## config.mk

```make
export PLATFORM = sky130hd
export DESIGN_NAME = sram_dual_port_arbiter_flat
export DESIGN_NICKNAME = d
export VERILOG_FILES = /design/src/rtl/sram_ctrl_pkg.sv /design/src/rtl/sram_dual_port_arbiter_if.sv /design/src/rtl/sram_dual_port_arbiter_rr_arbiter2.sv /design/src/rtl/sram_dual_port_arbiter.sv /design/src/flat_wrapper.sv
export SDC_FILE = /design/constraint.sdc
export NUM_CORES = 1
export LEC_CHECK = 0
export ABC_CLOCK_PERIOD_IN_PS = 5100
export CAP_MARGIN = 40
export CORE_ASPECT_RATIO = 0.75
export CORE_MARGIN = 5
export CORE_UTILIZATION = 40
export DETAILED_ROUTE_END_ITERATION = 10
export PLACE_DENSITY = 0.79
export RECOVER_POWER = 50
export SLEW_MARGIN = 20
export SYNTH_ARGS = -nofsm -noshare
export SYNTH_HDL_FRONTEND = slang
export SYNTH_HIERARCHICAL = 1
export SYNTH_SLANG_ARGS = --single-unit
```

## constraint.sdc

```tcl
create_clock -name clk0 -period 5.1 [get_ports clk0]
set_clock_uncertainty 0.15 [all_clocks]
set_input_delay 1.53 -clock clk0 [delete_from_list [all_inputs] [get_ports clk0]]
set_output_delay 1.53 -clock clk0 [all_outputs]
set_load 0.01 [all_outputs]
```

## src/rtl/sram_ctrl_pkg.sv

```systemverilog
// Shared types and constants for the dual-port SRAM controller.
package sram_ctrl_pkg;

  // Which port-0 requester a read response belongs to.
  typedef enum logic {
    OWN_A = 1'b0,
    OWN_B = 1'b1
  } owner_e;

  // Default macro geometry (8-bit words, 1024 entries).
  localparam int SRAM_DATA_WIDTH = 8;
  localparam int SRAM_ADDR_WIDTH = 10;

  // Edges from request accept to response capture.
  localparam int READ_LATENCY = 2;

  // Port-0 request as presented by a read/write client.
  typedef struct packed {
    logic                       we;
    logic [SRAM_ADDR_WIDTH-1:0] addr;
    logic [SRAM_DATA_WIDTH-1:0] wdata;
  } p0_req_t;

endpackage

```

## src/rtl/sram_dual_port_arbiter_if.sv

```systemverilog
// Client and macro-side signals of the dual-port SRAM controller.
// The slave modport is the controller's view; master is the view of the
// clients plus the macro.
interface sram_dual_port_arbiter_if #(
  parameter int DATA_WIDTH = 8,
  parameter int ADDR_WIDTH = 10
);

  // Requester A (read/write, port 0)
  logic                  a_valid;
  logic                  a_ready;
  logic                  a_we;
  logic [ADDR_WIDTH-1:0] a_addr;
  logic [DATA_WIDTH-1:0] a_wdata;
  logic                  a_rvalid;
  logic [DATA_WIDTH-1:0] a_rdata;

  // Requester B (read/write, port 0)
  logic                  b_valid;
  logic                  b_ready;
  logic                  b_we;
  logic [ADDR_WIDTH-1:0] b_addr;
  logic [DATA_WIDTH-1:0] b_wdata;
  logic                  b_rvalid;
  logic [DATA_WIDTH-1:0] b_rdata;

  // Requester R (read-only, port 1)
  logic                  r_valid;
  logic                  r_ready;
  logic [ADDR_WIDTH-1:0] r_addr;
  logic                  r_rvalid;
  logic [DATA_WIDTH-1:0] r_rdata;

  // Macro port 0 (RW) and port 1 (R)
  logic                  sram_csb0;
  logic                  sram_web0;
  logic [ADDR_WIDTH-1:0] sram_addr0;
  logic [DATA_WIDTH-1:0] sram_din0;
  logic [DATA_WIDTH-1:0] sram_dout0;
  logic                  sram_csb1;
  logic [ADDR_WIDTH-1:0] sram_addr1;
  logic [DATA_WIDTH-1:0] sram_dout1;

  modport slave (
    input  a_valid, a_we, a_addr, a_wdata,
    output a_ready, a_rvalid, a_rdata,
    input  b_valid, b_we, b_addr, b_wdata,
    output b_ready, b_rvalid, b_rdata,
    input  r_valid, r_addr,
    output r_ready, r_rvalid, r_rdata,
    output sram_csb0, sram_web0, sram_addr0, sram_din0,
    input  sram_dout0,
    output sram_csb1, sram_addr1,
    input  sram_dout1
  );

  modport master (
    output a_valid, a_we, a_addr, a_wdata,
    input  a_ready, a_rvalid, a_rdata,
    output b_valid, b_we, b_addr, b_wdata,
    input  b_ready, b_rvalid, b_rdata,
    output r_valid, r_addr,
    input  r_ready, r_rvalid, r_rdata,
    input  sram_csb0, sram_web0, sram_addr0, sram_din0,
    output sram_dout0,
    input  sram_csb1, sram_addr1,
    output sram_dout1
  );

endinterface

```

## src/rtl/sram_dual_port_arbiter_rr_arbiter2.sv

```systemverilog
// Two-requester round-robin arbiter. Grant is combinational and one-hot
// (or zero); the priority pointer flips to the other requester after
// every grant, so a lone requester never loses its turn permanently.
module rr_arbiter2
  import sram_ctrl_pkg::*;
(
  input  logic       clk0,
  input  logic       rst_n,
  input  logic [1:0] req,    // bit 0 = A, bit 1 = B
  output logic [1:0] grant   // bit 0 = A, bit 1 = B
);

  owner_e prio_reg;

  // Pick the single requester, or the prioritised one on contention;
  // nothing is granted while reset is asserted.
  always_comb begin
    grant = 2'b00;
    if (rst_n) begin
      unique case (req)
        2'b01:   grant = 2'b01;
        2'b10:   grant = 2'b10;
        2'b11:   grant = (prio_reg == OWN_A) ? 2'b01 : 2'b10;
        default: grant = 2'b00;
      endcase
    end
  end

  // Hand priority to whoever was not just served.
  always_ff @(posedge clk0 or negedge rst_n) begin
    if (!rst_n) begin
      prio_reg <= OWN_A;
    end else if (grant[0]) begin
      prio_reg <= OWN_B;
    end else if (grant[1]) begin
      prio_reg <= OWN_A;
    end
  end

endmodule

```

## src/rtl/sram_dual_port_arbiter.sv

```systemverilog
// Controller for a 1RW+1R SRAM macro: A and B share the RW port through
// a round-robin arbiter, R reads through the R port. All macro inputs are
// registered; read data returns a fixed two edges after acceptance.
module sram_dual_port_arbiter
  import sram_ctrl_pkg::*;
#(
  parameter int DATA_WIDTH = SRAM_DATA_WIDTH,
  parameter int ADDR_WIDTH = SRAM_ADDR_WIDTH
) (
  input logic                     clk0,
  input logic                     rst_n,
  sram_dual_port_arbiter_if.slave bus
);

  logic [1:0]            grant;
  logic                  p0_accept;
  logic                  sel_we;
  logic [ADDR_WIDTH-1:0] sel_addr;
  logic [DATA_WIDTH-1:0] sel_wdata;
  logic                  hazard;
  logic                  r_accept;

  logic                  csb0_reg;
  logic                  web0_reg;
  logic [ADDR_WIDTH-1:0] addr0_reg;
  logic [DATA_WIDTH-1:0] din0_reg;
  logic                  csb1_reg;
  logic [ADDR_WIDTH-1:0] addr1_reg;

  logic [READ_LATENCY-1:0] p0_tag_valid_reg;
  owner_e                  p0_tag_owner_reg [READ_LATENCY];
  logic [READ_LATENCY-1:0] p1_tag_valid_reg;

  logic                  r_rvalid_reg;
  logic [DATA_WIDTH-1:0] r_rdata_reg;
  logic [1:0]            rvalid_vec;
  logic [DATA_WIDTH-1:0] rdata_vec [2];

  rr_arbiter2 u_arb (
    .clk0  (clk0),
    .rst_n (rst_n),
    .req   ({bus.b_valid, bus.a_valid}),
    .grant (grant)
  );

  assign p0_accept   = |grant;
  assign bus.a_ready = grant[0];
  assign bus.b_ready = grant[1];

  // Route the winning requester's command onto the port-0 path.
  always_comb begin
    sel_we    = bus.a_we;
    sel_addr  = bus.a_addr;
    sel_wdata = bus.a_wdata;
    if (grant[1]) begin
      sel_we    = bus.b_we;
      sel_addr  = bus.b_addr;
      sel_wdata = bus.b_wdata;
    end
  end

  // R must not read a word that port 0 writes on the same edge: the macro
  // would return stale data, so R waits until the write grant is gone.
  assign hazard      = p0_accept && sel_we && (sel_addr == bus.r_addr);
  assign r_accept    = rst_n && bus.r_valid && !hazard;
  assign bus.r_ready = r_accept;

  // Port-0 macro inputs: select on accept, otherwise deselect and hold.
  always_ff @(posedge clk0 or negedge rst_n) begin
    if (!rst_n) begin
      csb0_reg  <= 1'b1;
      web0_reg  <= 1'b1;
      addr0_reg <= '0;
      din0_reg  <= '0;
    end else if (p0_accept) begin
      csb0_reg  <= 1'b0;
      web0_reg  <= ~sel_we;
      addr0_reg <= sel_addr;
      din0_reg  <= sel_wdata;
    end else begin
      csb0_reg <= 1'b1;
      web0_reg <= 1'b1;
    end
  end

  // Port-1 macro inputs: select on R accept, otherwise deselect and hold.
  always_ff @(posedge clk0 or negedge rst_n) begin
    if (!rst_n) begin
      csb1_reg  <= 1'b1;
      addr1_reg <= '0;
    end else if (r_accept) begin
      csb1_reg  <= 1'b0;
      addr1_reg <= bus.r_addr;
    end else begin
      csb1_reg <= 1'b1;
    end
  end

  assign bus.sram_csb0  = csb0_reg;
  assign bus.sram_web0  = web0_reg;
  assign bus.sram_addr0 = addr0_reg;
  assign bus.sram_din0  = din0_reg;
  assign bus.sram_csb1  = csb1_reg;
  assign bus.sram_addr1 = addr1_reg;

  // Read tags follow the macro access; reset drops anything in flight.
  always_ff @(posedge clk0 or negedge rst_n) begin
    if (!rst_n) begin
      p0_tag_valid_reg <= '0;
      p1_tag_valid_reg <= '0;
      for (int i = 0; i < READ_LATENCY; i++) begin
        p0_tag_owner_reg[i] <= OWN_A;
      end
    end else begin
      p0_tag_valid_reg[0] <= p0_accept && !sel_we;
      p0_tag_owner_reg[0] <= grant[1] ? OWN_B : OWN_A;
      p1_tag_valid_reg[0] <= r_accept;
      for (int i = 1; i < READ_LATENCY; i++) begin
        p0_tag_valid_reg[i] <= p0_tag_valid_reg[i-1];
        p0_tag_owner_reg[i] <= p0_tag_owner_reg[i-1];
        p1_tag_valid_reg[i] <= p1_tag_valid_reg[i-1];
      end
    end
  end

  // One response register per port-0 owner (0 = A, 1 = B).
  for (genvar gi = 0; gi < 2; gi++) begin : g_owner
    logic                  rvalid_reg;
    logic [DATA_WIDTH-1:0] rdata_reg;
    logic                  hit;

    assign hit = p0_tag_valid_reg[READ_LATENCY-1] &&
                 ((p0_tag_owner_reg[READ_LATENCY-1] == OWN_B) == (gi == 1));

    // Capture port-0 data when the oldest tag belongs to this owner.
    always_ff @(posedge clk0 or negedge rst_n) begin
      if (!rst_n) begin
        rvalid_reg <= 1'b0;
        rdata_reg  <= '0;
      end else begin
        rvalid_reg <= hit;
        if (hit) begin
          rdata_reg <= bus.sram_dout0;
        end
      end
    end

    assign rvalid_vec[gi] = rvalid_reg;
    assign rdata_vec[gi]  = rdata_reg;
  end

  // Capture port-1 data for R when its oldest tag is valid.
  always_ff @(posedge clk0 or negedge rst_n) begin
    if (!rst_n) begin
      r_rvalid_reg <= 1'b0;
      r_rdata_reg  <= '0;
    end else begin
      r_rvalid_reg <= p1_tag_valid_reg[READ_LATENCY-1];
      if (p1_tag_valid_reg[READ_LATENCY-1]) begin
        r_rdata_reg <= bus.sram_dout1;
      end
    end
  end

  assign bus.a_rvalid = rvalid_vec[0];
  assign bus.a_rdata  = rdata_vec[0];
  assign bus.b_rvalid = rvalid_vec[1];
  assign bus.b_rdata  = rdata_vec[1];
  assign bus.r_rvalid = r_rvalid_reg;
  assign bus.r_rdata  = r_rdata_reg;

endmodule
```

## src/flat_wrapper.sv

```systemverilog
// flat-port wrapper written by rule: the top's interface ports become plain ports
module sram_dual_port_arbiter_flat import sram_ctrl_pkg::*;
#(
  parameter int DATA_WIDTH = SRAM_DATA_WIDTH,
  parameter int ADDR_WIDTH = SRAM_ADDR_WIDTH
)
  (clk0, rst_n, bus_a_valid, bus_a_we, bus_a_addr, bus_a_wdata, bus_a_ready, bus_a_rvalid, bus_a_rdata, bus_b_valid, bus_b_we, bus_b_addr, bus_b_wdata, bus_b_ready, bus_b_rvalid, bus_b_rdata, bus_r_valid, bus_r_addr, bus_r_ready, bus_r_rvalid, bus_r_rdata, bus_sram_csb0, bus_sram_web0, bus_sram_addr0, bus_sram_din0, bus_sram_dout0, bus_sram_csb1, bus_sram_addr1, bus_sram_dout1);
  sram_dual_port_arbiter_if #(.DATA_WIDTH(DATA_WIDTH), .ADDR_WIDTH(ADDR_WIDTH)) bus_i ();
  input logic clk0;
  input logic rst_n;
  input wire logic [$bits(bus_i.a_valid)-1:0] bus_a_valid;
  input wire logic [$bits(bus_i.a_we)-1:0] bus_a_we;
  input wire logic [$bits(bus_i.a_addr)-1:0] bus_a_addr;
  input wire logic [$bits(bus_i.a_wdata)-1:0] bus_a_wdata;
  output wire logic [$bits(bus_i.a_ready)-1:0] bus_a_ready;
  output wire logic [$bits(bus_i.a_rvalid)-1:0] bus_a_rvalid;
  output wire logic [$bits(bus_i.a_rdata)-1:0] bus_a_rdata;
  input wire logic [$bits(bus_i.b_valid)-1:0] bus_b_valid;
  input wire logic [$bits(bus_i.b_we)-1:0] bus_b_we;
  input wire logic [$bits(bus_i.b_addr)-1:0] bus_b_addr;
  input wire logic [$bits(bus_i.b_wdata)-1:0] bus_b_wdata;
  output wire logic [$bits(bus_i.b_ready)-1:0] bus_b_ready;
  output wire logic [$bits(bus_i.b_rvalid)-1:0] bus_b_rvalid;
  output wire logic [$bits(bus_i.b_rdata)-1:0] bus_b_rdata;
  input wire logic [$bits(bus_i.r_valid)-1:0] bus_r_valid;
  input wire logic [$bits(bus_i.r_addr)-1:0] bus_r_addr;
  output wire logic [$bits(bus_i.r_ready)-1:0] bus_r_ready;
  output wire logic [$bits(bus_i.r_rvalid)-1:0] bus_r_rvalid;
  output wire logic [$bits(bus_i.r_rdata)-1:0] bus_r_rdata;
  output wire logic [$bits(bus_i.sram_csb0)-1:0] bus_sram_csb0;
  output wire logic [$bits(bus_i.sram_web0)-1:0] bus_sram_web0;
  output wire logic [$bits(bus_i.sram_addr0)-1:0] bus_sram_addr0;
  output wire logic [$bits(bus_i.sram_din0)-1:0] bus_sram_din0;
  input wire logic [$bits(bus_i.sram_dout0)-1:0] bus_sram_dout0;
  output wire logic [$bits(bus_i.sram_csb1)-1:0] bus_sram_csb1;
  output wire logic [$bits(bus_i.sram_addr1)-1:0] bus_sram_addr1;
  input wire logic [$bits(bus_i.sram_dout1)-1:0] bus_sram_dout1;
  assign bus_i.a_valid = bus_a_valid;
  assign bus_i.a_we = bus_a_we;
  assign bus_i.a_addr = bus_a_addr;
  assign bus_i.a_wdata = bus_a_wdata;
  assign bus_a_ready = bus_i.a_ready;
  assign bus_a_rvalid = bus_i.a_rvalid;
  assign bus_a_rdata = bus_i.a_rdata;
  assign bus_i.b_valid = bus_b_valid;
  assign bus_i.b_we = bus_b_we;
  assign bus_i.b_addr = bus_b_addr;
  assign bus_i.b_wdata = bus_b_wdata;
  assign bus_b_ready = bus_i.b_ready;
  assign bus_b_rvalid = bus_i.b_rvalid;
  assign bus_b_rdata = bus_i.b_rdata;
  assign bus_i.r_valid = bus_r_valid;
  assign bus_i.r_addr = bus_r_addr;
  assign bus_r_ready = bus_i.r_ready;
  assign bus_r_rvalid = bus_i.r_rvalid;
  assign bus_r_rdata = bus_i.r_rdata;
  assign bus_sram_csb0 = bus_i.sram_csb0;
  assign bus_sram_web0 = bus_i.sram_web0;
  assign bus_sram_addr0 = bus_i.sram_addr0;
  assign bus_sram_din0 = bus_i.sram_din0;
  assign bus_i.sram_dout0 = bus_sram_dout0;
  assign bus_sram_csb1 = bus_i.sram_csb1;
  assign bus_sram_addr1 = bus_i.sram_addr1;
  assign bus_i.sram_dout1 = bus_sram_dout1;
  sram_dual_port_arbiter #(.DATA_WIDTH(DATA_WIDTH), .ADDR_WIDTH(ADDR_WIDTH)) u_core (.clk0(clk0), .rst_n(rst_n), .bus(bus_i));
endmodule
```

==> results of run 1 <==
## cells in the mapped netlist
library cell	count	area share, %
mux2_4	8	4.4
and3_1	1	0.23
mux2i_1	28	10
o21ai_0	18	3.3
mux2_2	26	11
buf_1	1	0.14
nor3_1	1	0.18
dfstp_2	3	2.9
buf_6	3	1.2
nor2_1	1	0.14
a21oi_1	2	0.36
a22oi_1	1	0.27
a21oi_2	1	0.32
nor4_2	1	0.45
nand2_1	22	3.0
clkbuf_1	6	0.82
inv_1	5	0.68
xnor2_1	10	3.2
a22o_1	1	0.32
nor2b_1	2	0.45
buf_2	1	0.18
a31oi_1	1	0.23
nor4_1	1	0.23
dfrtp_1	62	56
## cell families after synthesis
group / count (synthesis)
DFF: 65
AOI/OAI and AO/OA: 24
buffers and inverters: 16
xor gates and xnor gates: 10
and+or+nand+nor: 29
muxes: 62
## final cells by class
| cell class | instances | area [µm²] |
|---|---|---|
| Clock buffer | 10 | 138 |
| Clock inverter | 6 | 67.6 |
| Inverter | 5 | 18.8 |
| Fill cell | 525 | 2260 |
| Sequential cell | 65 | 1630 |
| Multi-Input combinational cell | 125 | 1090 |
| Timing Repair Buffer | 146 | 1460 |
| Tap cell | 84 | 105 |
## report_power, final
| group | switching, W | total, W | internal (W) |
|---|---|---|---|
| Clock | 0.000207 | 0.000447 | 0.000239 |
| Sequential | 0.0000523 | 0.000669 | 0.000616 |
| Combinational | 0.000182 | 0.000490 | 0.000308 |
| Total | 0.000442 | 0.00160 | 0.00116 |
## critical path: stages
cell and delay [ps]:
dlygate4sd2_1 230, nand2_2 70, a21oi_4 170, buf_12 150
buf_4 120, buf_4 110, a22oi_2 80, nor4_2 290
buf_4 160, a31oi_2 90, buf_2 160
## routing by layer
layer | share of wire [%] | track usage (%)
met1 | 44 | 21.5
met3 | 11 | 9.58
met5 | 0 | 0
met2 | 44 | 27.2
met4 | 1.0 | 4.66
## through the flow
stage / setup TNS, ps / instances
finish: 0 / 441
global route: 0 / 441
CTS: 0 / 438
detailed placement: -374 / 421
global placement: -383 / 421
floorplan: 0 / 206
## layout by cell type (no fill, tap or decap), types with 2 or more instances in the layout
master             n
clkdlybuf4s50_1  109
nor4_2             2
mux2_4             8
inv_1              5
clkinv_4           2
clkbuf_8          10
o21ai_0           18
dfstp_2            3
buf_4             13
clkinvlp_4         2
mux2i_1           25
xnor2_1           10
a21oi_2            2
nand2_1           21
dlygate4sd3_1     16
dfrtp_1           62
mux2_2            26
buf_12             2
mux2i_2            3
## what timing repair did
action / in CTS / in global routing
pin swaps: 1 / 3
hold buffers: 0 / 0
gates resized for setup: 6 / 8
setup buffers: 1 / 2
setup endpoints to repair: 1 / 1
endpoints found under the hold margin: 0 / 0
## worst paths after layout
check,startpoint,endpoint,slack [ps]
max,bus_b_valid,bus_r_ready,250
min,u_core/p0_tag_owner_reg[1],u_core/p0_tag_owner_reg[0],200
max reg2reg,u_core/u_arb/prio_reg,u_core/bus.sram_addr1[8],2560
min reg2reg,u_core/p0_tag_owner_reg[1],u_core/p0_tag_owner_reg[0],200
max in group asynchronous,rst_n,u_core/bus.sram_csb1,3140
min in group asynchronous,rst_n,u_core/bus.sram_din0[6],1090
==> results.toml, run 1 <==
[floorplanning]
die_h_um = 81.9
fp-row-count = 26
core-area_mm2 = 0.00677
die_w_um = 106
dieArea_mm2 = 0.00866
initial_utilization_pct = 40.7
io_pins = 130

[setup_path]
rr_worst_depth = 11
cp-start-kind = "input pin"
cp-end-kind = "primary output"
worstPathMaxFanout = 5
worstSetupPathType = "input pin to primary output"
cp.required_ps = 3420
worstPathArrival_ps = 3170

[final_layout]
fin_area_mm2 = 0.00451
drive_above_1_share_pct = 23.2
diodes = 0
syn_to_final_growth_pct = 63.6
nets = 421
final_util_pct = 66.6

[sta]
hold_ws_ps = 201
max_clock_freq_ghz = 0.206
tightest_slew_ps = 743
fin_crit_ps = 4850
setup_ws_ps = 253
hold_viol = 0
min_period_over_period_pct = 95.0
setup_viol = 0
relSlewSlack_pct = 50.4
rsz0062_at_grt = "no"
drv_slew = 0

[route]
drt_wl_total_um = 7140
drc = 0
vias_per_cell = 4.75
drt-pass1-iter-count = 4
wire_per_inst_um = 16.2
ant_nets = 0
vias = 2096
first_iter_violations = 43

[clock_network]
clock_path_buffers = 2
cts_made_buffers = 9
clkTransAtPathRegs_ps = 70
htree_num_levels = 3
clkLatencyLatePin_ps = 340
root_buffer = "clkbuf_8"
cts_tree = "built"
cts.sinks = 65

[logic_synthesis]
syn_area_mm2 = 0.00276
seq_area_frac_synth_pct = 59.2
syn_nets = 275
synth_area_per_cell_um2 = 13.4
synth-xor-area-share_pct = 3.18
synth_top_family_by_area = "multiplexers"
synth_fa_ha_area_share_pct = 0
synthDistinctLibCells = 24
synth-warning-count = 6
synth_mux_area_share_pct = 25.2
synth_compound_area_share_pct = 4.77
synth_seq_cells = 65
yosys.area_share.simple_pct = 4.68
syn-instance-count = 206

[grt]
grt_max_degree = 68
antenna_found_initial = 0
grt_pass1_wl_um = 11600
grt_pass1_vias = 2271
gr-usage-all-layers_pct = 17.5
grt_overflow = 0

[power]
total_leakage_power_nw = 1.88
p_per_area_mw_per_mm2 = 356
finalPower_w = 0.00160
max-vdd-ir-drop_uv = 224

[placement]
dp_hpwl_um = 5300
dpl_cell_area_mm2 = 0.00423
gp_congestion = 0.775
dp_slack_ps = -374
io_buffers = 129

[hold_path]
min_path_cells = 0
hp-class = "flop to flop"

[flow_run]
drv_cap = 0

[status]
status = "completed"
Power figures use the tool's default switching activity.
==> run 2, diff against run 1 <==
- ABC_AREA: unset -> 1
- ABC_CLOCK_PERIOD_IN_PS: 5100 -> 5400
- CTS_CLUSTER_DIAMETER: unset -> 200
- PLACE_DENSITY: 0.79 -> 0.78
- clock period: 5.1 -> 5.4 ns (I/O delays scaled with it)
==> run 2 against run 1 <==
Against the previous run:
- the run now ends with max-capacitance violations, max-slew violations left
- combinational power decreased by 11%
- highest routed layer unchanged
- core utilization down 0.17 points
- synthesized area is 1.1% higher
- wire length grew 9.0%
- global-route usage up 0.92 points
- die area grew 1.0%
- hold slack lost 3.6 ps
- sequential cell count unchanged
- critical endpoint unchanged
- first-iteration DRC count grew to 3.3 times the previous value
==> results.toml, run 2 <==
[final_layout]
diodes = 0
fin_cells = 554
nFillCells = 554
ff_latch_area_mm2 = 0.00163
drive_above_1_share_pct = 11.5
syn_to_final_growth_pct = 62.1
final_util_pct = 66.4
nets = 534
layout_common_cells = "118 x nand2_1, 111 x clkdlybuf4s50_1, 62 x dfrtp_1, 30 x inv_1, 26 x nand3_1"
multiInputGateArea_um2 = 986
final_common_cell = "nand2_1"

[clock_network]
clock_path_buffers = 2
clkTransAtPathRegs_ps = 70
cts_made_buffers = 9
clkLatencyLatePin_ps = 340
root_buffer = "clkbuf_8"
cts_setup_buffers = 0
cts.sinks = 65
htree_num_levels = 3
cts_tree = "built"

[sta]
relSlewSlack_pct = -38.7
tightest_slew_ps = 2080
setup_viol = 0
hold_viol = 0
min_period_over_period_pct = 97.1
max_clock_freq_ghz = 0.191
fin_crit_ps = 5240
hold_ws_ps = 198
drv_slew = 50

[placement]
placed_cells = 536
io_buffers = 129
gp_congestion = 0.821
dp_hpwl_um = 5960

[grt]
antenna_found_initial = 0
grt_use_met2_pct = 30.1
grt_pass1_wl_um = 12600
grt_max_degree = 66
grt-busiest-layer = "met2"
grt_overflow = 0
use_met1_pct = 23.7
gr-usage-all-layers_pct = 18.5
grt_pass1_vias = 2623
grt.met3_usage_pct = 6.99

[setup_path]
cp.required_ps = 3630
cp_top_family = "buffers and inverters"
cpMaxStageDelayCell = "clkdlybuf4s50_1"
worstPathArrival_ps = 3470
cp-end-kind = "primary output"
r2r-start = "u_core/u_arb/prio_reg"
worstSetupPathType = "input pin to primary output"
path_cells = "clkdlybuf4s50_1, nand2_2, a21oi_4, inv_4, nand2_2, nand2_1, nor2_2, nand3_1, nor2_1, nand3_2, nand2_2, inv_1, clkdlybuf4s15_1"
worst-path-buf-inv = 4
crit_start = "bus_b_valid"
slowest_delay_ps = 490
cp-start-kind = "input pin"
cp_common_cell = "nand2_2"
worstPathMaxFanout = 12

[logic_synthesis]
seq_area_frac_synth_pct = 58.5
synth_edf_count = 0
synth_common_cells = "119 x nand2_1, 62 x dfrtp_1, 30 x inv_1, 27 x nand3_1, 16 x o21ai_0"
syn_area_mm2 = 0.00279
synthFlopType = "dfrtp_1"
synth-warning-count = 6
async_flop_share_pct = 100
synthDistinctLibCells = 22
yosysTopAreaCellShare_pct = 55.7
synth_area_per_cell_um2 = 8.76
synth_area_leaders = "dfrtp_1 56%, nand2_1 16%, nand3_1 4.8%"
synth.most_common_cell = "nand2_1"
yosysTopAreaCell = "dfrtp_1"
synth_seq_cells = 65
syn_nets = 387
syn-instance-count = 318

[floorplanning]
initial_utilization_pct = 41.0
fp-row-count = 26
core-area_mm2 = 0.00680
die_h_um = 82.3
io_pins = 130
die_w_um = 106
dieArea_mm2 = 0.00875

[route]
drt_wl_total_um = 7780
drt-pass1-iter-count = 4
first_iter_violations = 142
vias_per_cell = 4.71
vias = 2612
ant_nets = 0
drc = 0
wire_per_inst_um = 14.0

[power]
max-vdd-ir-drop_uv = 154
p_per_area_mw_per_mm2 = 346
finalPower_w = 0.00157
total_leakage_power_nw = 2.17

[hold_path]
hp-class = "flop to flop"
hp-start = "u_core/p0_tag_valid_reg[0]"

[status]
status = "finished with violations"
violations = "max-capacitance violations, max-slew violations"

[flow_run]
drv_cap = 1
## run 2: per-stage QoR
stage          setup WS (ps)  area, µm²  TNS [ps]
2_1_floorplan            605       2790         0
3_3_place_gp           -88.0       4240     -88.0
3_5_place_dp            -109       4240      -109
4_1_cts                 59.3       4490         0
5_1_grt                -6.11       4520     -6.11
6_report                 159       4520         0
## run 2: path summary, 6_finish.rpt
| path | cells after the start | to | slack, ps |
|---|---|---|---|
| max reg2reg | 8 | u_core/bus.sram_addr0[5] | 3290 |
| min | 0 | u_core/p0_tag_valid_reg[1] | 200 |
| min in group asynchronous | 3 | u_core/bus.sram_addr0[1] | 1670 |
| max in group asynchronous | 4 | u_core/p1_tag_valid_reg[0] | 840 |
| min reg2reg | 0 | u_core/p0_tag_valid_reg[1] | 200 |
| max | 13 | bus_r_ready | 160 |
## run 2: timing repair
item                                    4_1_cts  5_1_grt
endpoints found under the setup margin        1        1
resized for setup                             4        6
hold buffers                                  0        0
pin swaps                                     0        1
cloned                                        0        1
## run 2: worst reg2reg max path, stage by stage (launching register included)
cell and delay [ps]:
dfrtp_1 390, inv_1 100, a21oi_4 80, buf_6 140, nor2_1 170, buf_4 230
clkinv_1 430, nor2_1 240, a31oi_1 60
## run 2: power by group
| group | total (W) | internal, W | switching (W) |
|---|---|---|---|
| Sequential | 0.000629 | 0.000579 | 0.0000499 |
| Clock | 0.000500 | 0.000309 | 0.000191 |
| Combinational | 0.000436 | 0.000251 | 0.000185 |
## run 2: logic make-up after synthesis
| logic type | synth area share [%] |
|---|---|
| AOI/OAI and AO/OA | 5.70 |
| buffers and inverters | 6.96 |
| DFF | 58.5 |
| muxes | 3.23 |
| and+or+nand+nor | 25.6 |
## run 2: area by class of cell
type / instances / share of cell area, %
flip-flops and latches: 65 / 36.1
multi-input cells: 209 / 21.8
inverters: 32 / 2.71
repair buffers: 148 / 31.7
clock inverters: 6 / 2.55
clock buffers: 10 / 2.83
well taps: 84 / 2.33
## run 2: per-layer routing
layer  wire length, µm  up-vias
met1              3470     1193
li1                  -     1303
met5                 0        -
met2              3570      111
met3               691        5
met4                45        0
==> patch, RTL diff (settings of run 2) <==
The package constant `SRAM_ADDR_WIDTH` goes from 10 to 11.
--- a/src/rtl/sram_ctrl_pkg.sv
+++ b/src/rtl/sram_ctrl_pkg.sv
@@ -9,7 +9,7 @@
 
   // Default macro geometry (8-bit words, 1024 entries).
   localparam int SRAM_DATA_WIDTH = 8;
-  localparam int SRAM_ADDR_WIDTH = 10;
+  localparam int SRAM_ADDR_WIDTH = 11;
 
   // Edges from request accept to response capture.
   localparam int READ_LATENCY = 2;
Interface: changed (5 resized); port bits go from 130 to 135. No check against the original RTL was run, so the function may have changed too.
==> patch against run 2 <==
  * Combinational power rose by 7.8%
  * Power is 10% higher
  * Synthesized area up 5.6%
  * Utilization increased by 0.65 points
  * Hold slack better by 2.4 ps
  * Clock power up 21%
  * Routed wire length rose by 12%
  * Sequential share of layout area shrank 1.6 points
  * Global-route usage rose by 1.0 points
  * Worst setup slack better by 25 ps
  * Cell area is 7.9% higher
  * Sequential power grew 3%
  * Sequential cell count rose by 2
  * Die area up 5.0%
  * Critical endpoint unchanged
==> patch: results (changes against run 2) <==
[status]
status = complete, no violations  ; was finished with violations

[logic_synthesis]
synth_cell_types = 21  ; was 22
synth.area.top_cells = dfrtp_1, nand2_1, nand3_1, inv_1, nand2_2  ; was dfrtp_1, nand2_1, nand3_1, inv_1, mux2_2
synth_cells = 335  ; was 318
synth-compound-area-share_pct = 5.400  ; was 5.703%
synth.top_cells.by_count = nand2_1, dfrtp_1, inv_1  ; unchanged
synth_nets = 407  ; was 387
synth.area.mux_share_pct = 3.061  ; was 3.233%
ys_seq_area_share_pct = 57.10  ; was 58.51%

[pwr]
p_leak_nw = 2.339  ; was 2.168 nW
ir_worst_vdd_mv = 0.1675  ; was 0.1536 mV

[global_routing]
grt_pass1_wl_um = 14100  ; was 12560 um
grt_max_degree = 46  ; was 66
grt_pass1_vias = 2927  ; was 2623
grt_usage_pct = 19.47  ; was 18.46%

[route]
vias = 2805  ; was 2612
wl_met1_um = 3669  ; was 3472 um
post_drt_wl_per_cell_um = 14.56  ; was 14.04 um
dr.pass1.iters = 4  ; unchanged
wl_met3_um = 717  ; was 691 um
wl_met2_um = 4140  ; was 3569 um
drtIter0Drc = 143  ; was 142
highest_layer = met4  ; unchanged

[place]
port_buffers = 134  ; was 129
hpwl_um = 6647  ; was 5959 um
placed_cell_area_um2 = 4526  ; was 4235 um2
gp_congestion = 0.8337  ; was 0.8214
preCtsSetupSlack_ps = -161.9  ; was -108.9 ps

[worst_setup_path]
cp.arrival_ps = 3450  ; was 3470 ps

[cells_and_area]
layout-drive-gt1-share_pct = 16.20  ; was 11.49%
fill_cells = 581  ; was 554
final_net_count = 567  ; was 534

[timing]
tightest_slew_ps = 1277  ; was 2081 ps

==> patch: where the power goes <==
group / leakage (nW) / switching [mW] / internal (mW)
registers: 0.806 / 0.0525 / 0.596
logic: 1.39 / 0.202 / 0.268
clock network: 0.147 / 0.190 / 0.414
total: 2.34 / 0.444 / 1.28
==> patch: per-layer routing <==
| metal | vias to the layer above | track usage (%) |
|---|---|---|
| met1 | 1294 | 23.05 |
| met3 | 18 | 6.457 |
| li1 | 1372 | - |
| met5 | - | 0 |
| met2 | 121 | 31.72 |
| met4 | 0 | 9.404 |
==> patch: layout make-up <==
class	count	area [um2]	share of cell area, %
inverters	35	136.4	2.799
flip-flops and latches	67	1680	34.49
clock buffers	10	137.6	2.825
multi-input cells	220	1069	21.93
repair buffers	162	1564	32.10
well taps	101	126.4	2.594
clock inverters	6	158.9	3.261
==> patch: worst paths after layout <==
kind | endpoint | slack, ps | cells after the start | from
worst max-delay path | bus_r_ready | 180 | 16 | bus_b_valid
worst min-delay path | u_core/p0_tag_valid_reg[1] | 200 | 0 | u_core/p0_tag_valid_reg[0]
worst max register to register | u_core/bus.sram_addr1[1] | 3300 | 16 | u_core/u_arb/prio_reg
worst min register to register | u_core/p0_tag_valid_reg[1] | 200 | 0 | u_core/p0_tag_valid_reg[0]
max in group asynchronous | u_core/bus.sram_addr0[10] | 1770 | 3 | rst_n
min in group asynchronous | u_core/bus.a_rdata[5] | 1640 | 2 | rst_n
==> patch: repair_timing <==
| item | 4_1_cts | 5_1_grt |
|---|---|---|
| pin swaps | 0 | 3 |
| buffers inserted | 0 | 1 |
| endpoints found under the setup margin | 1 | 1 |
| gates cloned | 0 | 1 |
| resized for setup | 1 | 11 |
==> patch: worst register-to-register path: stages, from the launching register on <==
cell	delay, ps
dfrtp_1	360
inv_1	70
a21oi_4	210
buf_12	160
inv_6	70
nand2_2	80
nand2_1	50
nand2_1	60
nand2_1	50
inv_1	50
nand2_1	60
nor2_2	110
nand3_2	100
nand2_2	80
buf_4	210
nand2_1	70
nand2_1	80
==> patch: logic make-up (layout without fill, tap and decap cells) <==
family                 after synthesis  after routing
muxes                                8              8
AOI/OAI and AO/OA                   29             29
and+or+nand+nor                    183            183
DFF                                 67             67
buffers and inverters               48            213
==> patch: stage by stage <==
stage,hold WS [ps],std cells
2_1_floorplan,181.2,335
6_report,200.1,601
3_5_place_dp,186.5,583
4_1_cts,202.9,599
3_3_place_gp,183.7,583
5_1_grt,211.7,601
